`src/rtl/data_mem_arbiter.sv`:
```
// data_mem_arbiter: shares a single-port, synchronous-read data memory between
// the CPU load/store path (port 0) and a debug/DMA master (port 1).
// Port 0 has fixed priority, and a starvation guard lets port 1 through.
// Only one transaction is in flight at a time. The block sequences the memory
// read latency and returns a one-cycle ack (plus the read word) to the winner.
// Ports:
//   clk, rst_n                     clock, asynchronous active-low reset
//   pN_req/we/addr/wdata/wstrb     command of requester N, held until pN_ack
//   pN_ack, pN_rdata               completion pulse and read word for requester N
//   mem_addr, mem_wdata, mem_we    memory command; only mem_we qualifies a write
//   mem_rdata                      memory read word, RD_LAT cycles after issue
//   grant_id, busy                 owner of current/last transaction, FSM not idle
module data_mem_arbiter #(
   parameter int unsigned RD_LAT       = 1,
   parameter int unsigned STARVE_LIMIT = 4
) (
   input  logic        clk,
   input  logic        rst_n,
   input  logic        p0_req,
   input  logic        p0_we,
   input  logic [31:0] p0_addr,
   input  logic [31:0] p0_wdata,
   input  logic [3:0]  p0_wstrb,
   output logic        p0_ack,
   output logic [31:0] p0_rdata,
   input  logic        p1_req,
   input  logic        p1_we,
   input  logic [31:0] p1_addr,
   input  logic [31:0] p1_wdata,
   input  logic [3:0]  p1_wstrb,
   output logic        p1_ack,
   output logic [31:0] p1_rdata,
   output logic [31:0] mem_addr,
   output logic [31:0] mem_wdata,
   output logic [3:0]  mem_we,
   input  logic [31:0] mem_rdata,
   output logic        grant_id,
   output logic        busy
);

   localparam int unsigned AW  = 32;
   localparam int unsigned DW  = 32;
   localparam int unsigned SW  = 4;
   localparam int unsigned CW  = 3;
   localparam int unsigned SCW = 4;

   localparam logic [CW-1:0]  CNT_INIT   = CW'(RD_LAT - 1);
   localparam logic [SCW-1:0] STARVE_LIM = SCW'(STARVE_LIMIT);
   localparam logic [SCW-1:0] STARVE_MAX = '1;

   typedef enum logic [1:0] {S_IDLE, S_ISSUE, S_WAIT, S_DONE} state_e;

   state_e         state_q, state_d;
   logic [CW-1:0]  cnt_q, cnt_d;
   logic [SCW-1:0] starve_q, starve_d;
   logic           we_q, we_d;
   logic           grant_q, grant_d;
   logic [AW-1:0]  mem_addr_q, mem_addr_d;
   logic [DW-1:0]  mem_wdata_q, mem_wdata_d;
   logic [SW-1:0]  mem_we_q, mem_we_d;
   logic           p0_ack_q, p0_ack_d, p1_ack_q, p1_ack_d;
   logic [DW-1:0]  p0_rdata_q, p0_rdata_d, p1_rdata_q, p1_rdata_d;
   logic           busy_q, busy_d;

   // Winner selection: port 1 only when port 0 is absent or port 1 has starved long enough
   logic           pick_p1;
   logic           sel_we;
   logic [AW-1:0]  sel_addr;
   logic [DW-1:0]  sel_wdata;
   logic [SW-1:0]  sel_wstrb;

   assign pick_p1   = p1_req && (!p0_req || (starve_q >= STARVE_LIM));
   assign sel_we    = pick_p1 ? p1_we    : p0_we;
   assign sel_addr  = pick_p1 ? p1_addr  : p0_addr;
   assign sel_wdata = pick_p1 ? p1_wdata : p0_wdata;
   assign sel_wstrb = pick_p1 ? p1_wstrb : p0_wstrb;

   // Next state and next values of all registered outputs
   always_comb begin
      state_d     = state_q;
      cnt_d       = cnt_q;
      starve_d    = starve_q;
      we_d        = we_q;
      grant_d     = grant_q;
      mem_addr_d  = mem_addr_q;
      mem_wdata_d = mem_wdata_q;
      mem_we_d    = '0;
      p0_ack_d    = 1'b0;
      p1_ack_d    = 1'b0;
      p0_rdata_d  = '0;
      p1_rdata_d  = '0;

      case (state_q)
         S_IDLE: begin
            // Count only arbitrations that port 1 actually lost to port 0
            if (p1_req && !pick_p1) begin
               starve_d = (starve_q == STARVE_MAX) ? starve_q : starve_q + SCW'(1);
            end else begin
               starve_d = '0;
            end
            if (p0_req || p1_req) begin
               state_d     = S_ISSUE;
               grant_d     = pick_p1;
               we_d        = sel_we;
               mem_addr_d  = {sel_addr[AW-1:2], 2'b00};
               mem_wdata_d = sel_wdata;
               mem_we_d    = sel_we ? sel_wstrb : '0;
            end
         end
         S_ISSUE: begin
            if (we_q) begin
               state_d  = S_DONE;
               p0_ack_d = !grant_q;
               p1_ack_d = grant_q;
            end else begin
               state_d = S_WAIT;
               cnt_d   = CNT_INIT;
            end
         end
         S_WAIT: begin
            if (cnt_q == '0) begin
               state_d  = S_DONE;
               p0_ack_d = !grant_q;
               p1_ack_d = grant_q;
               if (grant_q) begin
                  p1_rdata_d = mem_rdata;
               end else begin
                  p0_rdata_d = mem_rdata;
               end
            end else begin
               cnt_d = cnt_q - CW'(1);
            end
         end
         S_DONE: begin
            state_d = S_IDLE;
         end
         default: begin
            state_d = S_IDLE;
         end
      endcase

      busy_d = (state_d != S_IDLE);
   end

   // State and output registers
   always_ff @(posedge clk or negedge rst_n) begin
      if (!rst_n) begin
         state_q     <= S_IDLE;
         cnt_q       <= '0;
         starve_q    <= '0;
         we_q        <= 1'b0;
         grant_q     <= 1'b0;
         mem_addr_q  <= '0;
         mem_wdata_q <= '0;
         mem_we_q    <= '0;
         p0_ack_q    <= 1'b0;
         p1_ack_q    <= 1'b0;
         p0_rdata_q  <= '0;
         p1_rdata_q  <= '0;
         busy_q      <= 1'b0;
      end else begin
         state_q     <= state_d;
         cnt_q       <= cnt_d;
         starve_q    <= starve_d;
         we_q        <= we_d;
         grant_q     <= grant_d;
         mem_addr_q  <= mem_addr_d;
         mem_wdata_q <= mem_wdata_d;
         mem_we_q    <= mem_we_d;
         p0_ack_q    <= p0_ack_d;
         p1_ack_q    <= p1_ack_d;
         p0_rdata_q  <= p0_rdata_d;
         p1_rdata_q  <= p1_rdata_d;
         busy_q      <= busy_d;
      end
   end

   assign p0_ack    = p0_ack_q;
   assign p1_ack    = p1_ack_q;
   assign p0_rdata  = p0_rdata_q;
   assign p1_rdata  = p1_rdata_q;
   assign mem_addr  = mem_addr_q;
   assign mem_wdata = mem_wdata_q;
   assign mem_we    = mem_we_q;
   assign grant_id  = grant_q;
   assign busy      = busy_q;

endmodule

```
`config.mk`:
```
export PLATFORM = sky130hd
export DESIGN_NAME = data_mem_arbiter
export DESIGN_NICKNAME = d
export VERILOG_FILES = /design/src/rtl/data_mem_arbiter.sv
export SDC_FILE = /design/constraint.sdc
export NUM_CORES = 1
export LEC_CHECK = 0
export CAP_MARGIN = 15
export CORE_MARGIN = 2
export CORE_UTILIZATION = 43
export CTS_BUF_LIST = sky130_fd_sc_hd__clkbuf_16
export CTS_CLUSTER_DIAMETER = 30
export DETAILED_ROUTE_END_ITERATION = 12
export GPL_ROUTABILITY_DRIVEN = 0
export PLACE_DENSITY = 0.86
export SETUP_SLACK_MARGIN = 0.02
export SYNTH_ARGS = -nofsm -noshare
export SYNTH_HDL_FRONTEND = slang
export SYNTH_SLANG_ARGS = --single-unit
```
`constraint.sdc`:
```
create_clock -name clk -period 3.5 [get_ports clk]
set_input_delay 0.525 -clock clk [delete_from_list [all_inputs] [get_ports clk]]
set_output_delay 0.525 -clock clk [all_outputs]
set_load 0.02 [all_outputs]
```
==> results.yml <==
floorplan:
  die-height_um: 122
  die_outline_area_sq_um: 14900
  initial_core_util: 0.435
  floorplan.io_pins: 310
  core_area_sq_um: 13800
  core.rowCount: 43
  floorplan.die.width_um: 122
timing:
  tightest_slew_ps: 997
  fin_skew_ps: 6.37
  final_critical_path_setup_slack_ps: 1300
  tns_ps: 0
  maxSlewViolCount: 0
  report.final.hold_viol_count: 0
  rsz0062_at_grt: "false"
  whs_ps: 48.4
  max_slew_margin: 0.335
  final.min_clock_period_ps: 2200
  final.period_utilization: 0.629
  setup-violations-final: 0
  clock.fmax_ghz: 0.454
finish:
  nets_final: 1033
  areaGrowthSynthToFinish_pct: 61.0
  layoutNonFillerInstCount: 1046
  layout-drive-gt1-share: 0.0543
  antenna_cells: 0
pwr:
  powerDensity_nw_per_um2: 746
  power.ir.vdd_worst_v: 0.000454
  power.leakage_nw: 4.04
  p_total_w: 0.00720
yosys:
  synth_sequential_area_ratio: 0.601
  cells_after_synth: 574
  synth-warning-count: 0
  syn_area_per_cell_sq_um: 10.4
  post_synth_instance_area_sq_um: 6000
  yosys_register_bits: 144
  synthDistinctLibCells: 29
setup_path:
  depth_of_the_worst_register_to_register_path: 4
  cp_slowest_cell: "or3b_2"
  crit_path_buf_inv_count: 2
  path_cells: "clkdlybuf4s50_1 -> or3b_2 -> buf_4 -> nand4_1 -> o211ai_1"
  worst-endpoint-required_ps: 3790
  worstSetupPathDepth: 5
  critical-path-top-delay-family: "buffers and inverters"
  worst_r2r_setup_slack_ps: 1450
  worst_r2r_startpoint: "state_q[0]"
  worst_r2r_endpoint: "p1_rdata[4]"
  cp.arrival_ps: 2490
  cp_slowest_stage_delay_ps: 640
  path_class: "in -> reg"
  worst_setup_path_end_kind: "flip-flop"
  cp_max_fo: 55
  start_kind: "input pin"
flow_run:
  max-cap-violations: 0
route:
  first_iter_violations: 356
  routed_wirelength_mm: 19.3
  count_of_tritonroute_iterations_in_the_first_routing_pass: 4
  drt.antenna.violating_nets: 0
  vias_per_cell: 5.32
  drt_drc_violations_left: 0
  via_count: 5560
  route.detailed.wl_per_inst_um: 18.4
global_route:
  globalRoute.totalOverflow: 0
  pin_count_of_the_biggest_net_entering_global_routing: 92
  grt_pass1_wl_mm: 28.9
  global_router_s_overall_resource_usage: 0.259
  antenna_violations_before_repair: 0
  first_global_vias: 5303
clocking:
  clock-root-buffer: "clkbuf_16"
  maximum_buffer_depth_of_the_clock_tree: 2
  post_cts_setup_buffer_count: 0
  clock_sink_count: 144
  cts_made_buffers: 17
  cts.htree.levels: 4
  clock_transition_at_the_register_clock_pins_on_the_worst_setup_and_hold_paths_after_cts_ps: 60
  count_of_hold_buffers_inserted_by_post_cts_repair: 0
  cts_tree: "built"
  clkLatencyLatePin_ps: 420
  number_of_gates_given_a_new_drive_strength_after_cts: 0
outcome:
  run_status: "complete, no violations"
placed_design:
  post-place-cells: 1014
  io_buffer_count: 303
  place.detailed.hpwl_mm: 13.3
  placement.setup.worst_slack_ps: 873
min_path:
  timing.hold.worst.class: "in -> async"
## cell type report
cell class	count	area, sq um
fillers	1023	4120
flip-flops and latches	144	3600
repair buffers	312	3130
multi-input cells	369	2140
clock buffers	17	425
well taps	180	225
clock inverters	15	95.1
inverters	9	33.8
## synth_stat cells, drive strengths merged
| library cell | number | area [sq um] |
|---|---|---|
| a211oi | 1 | 7.51 |
| a21oi | 4 | 20.0 |
| a22o | 2 | 17.5 |
| a22oi | 1 | 7.51 |
| and2 | 64 | 400 |
| and3 | 2 | 12.5 |
| buf | 22 | 134 |
| clkbuf | 31 | 116 |
| conb | 1 | 3.75 |
| dfrtp | 144 | 3600 |
| ha | 6 | 75.1 |
| inv | 9 | 33.8 |
| mux2 | 1 | 11.3 |
| nand2 | 129 | 484 |
| nand4 | 70 | 438 |
| nor2 | 5 | 18.8 |
| nor2b | 1 | 6.26 |
| nor3b | 1 | 18.8 |
| nor4b | 1 | 8.76 |
| o211ai | 67 | 503 |
| o21a | 1 | 7.51 |
| o21ai | 7 | 35.0 |
| o21bai | 1 | 7.51 |
| o2bb2ai | 2 | 17.5 |
| or3b | 1 | 8.76 |
## worst max-delay path by stage
stage                     slack (ps)    from             to
after detailed placement         870  p0_req  mem_wdata[31]
after global placement           890  p0_req  mem_wdata[13]
after floorplan                 1930  p1_req   mem_addr[10]
after global routing            1220  p0_req   mem_wdata[8]
final                           1300  p0_req  mem_wdata[31]
after CTS                       1310  p0_req  mem_wdata[31]
## cell families (layout without fill, tap and decap cells)
group                      Yosys count  count (layout)  share of synthesized area
and+or+nand+nor                    274             274                      0.233
DFF                                144             144                      0.601
AOI/OAI and AO/OA                   86              86                      0.104
buffers and inverters               62             353                     0.0474
adders and majority gates            6               6                     0.0125
other                                1               2                   0.000625
muxes                                1               1                    0.00188
## stage by stage
step            util  area [sq um]
5_1_grt        0.701          9650
6_report       0.701          9650
4_1_cts        0.701          9650
3_5_place_dp   0.663          9130
3_3_place_gp   0.663          9130
2_1_floorplan      -          6000
## metal layers
layer / up-vias / part of all wire / global-route usage
li1: 2558 / - / -
met1: 2695 / 0.38 / 0.311
met2: 257 / 0.51 / 0.428
met3: 50 / 0.073 / 0.0740
met4: 0 / 0.036 / 0.125
met5: - / 0 / 0
## sequential cells by signal, indices dropped and copies added (netlist names)
name and cells:
busy 1, cnt_q 3, grant_id 1, mem_addr 30
mem_wdata 32, mem_we 4, p0_ack 1, p0_rdata 32
p1_ack 1, p1_rdata 32, starve_q 4, state_q 2
we_q 1
## worst register-to-register path, stage by stage (launching register included)
cell	delay [ps]
dfrtp_1	400
inv_1	100
ha_1	330
and3_1	870
and2_1	270
## where the power goes
| part | internal (W) | switching, W | total, W |
|---|---|---|---|
| Clock | 0.000895 | 0.000697 | 0.00159 |
| Sequential | 0.00217 | 0.000256 | 0.00243 |
| Combinational | 0.00142 | 0.00176 | 0.00318 |
## cell usage in the layout (no fill, tap or decap), types with 4 or more instances in the layout
cell	instances
nor2_1	4
nand2_1	129
and2_1	64
clkinvlp_4	5
clkdlybuf4s50_1	301
a21oi_1	4
nand4_1	70
ha_1	5
o211ai_1	67
clkbuf_16	17
dfrtp_1	144
clkinv_2	4
buf_4	6
inv_1	9
o21ai_0	6
Power figures use the tool's default switching activity.
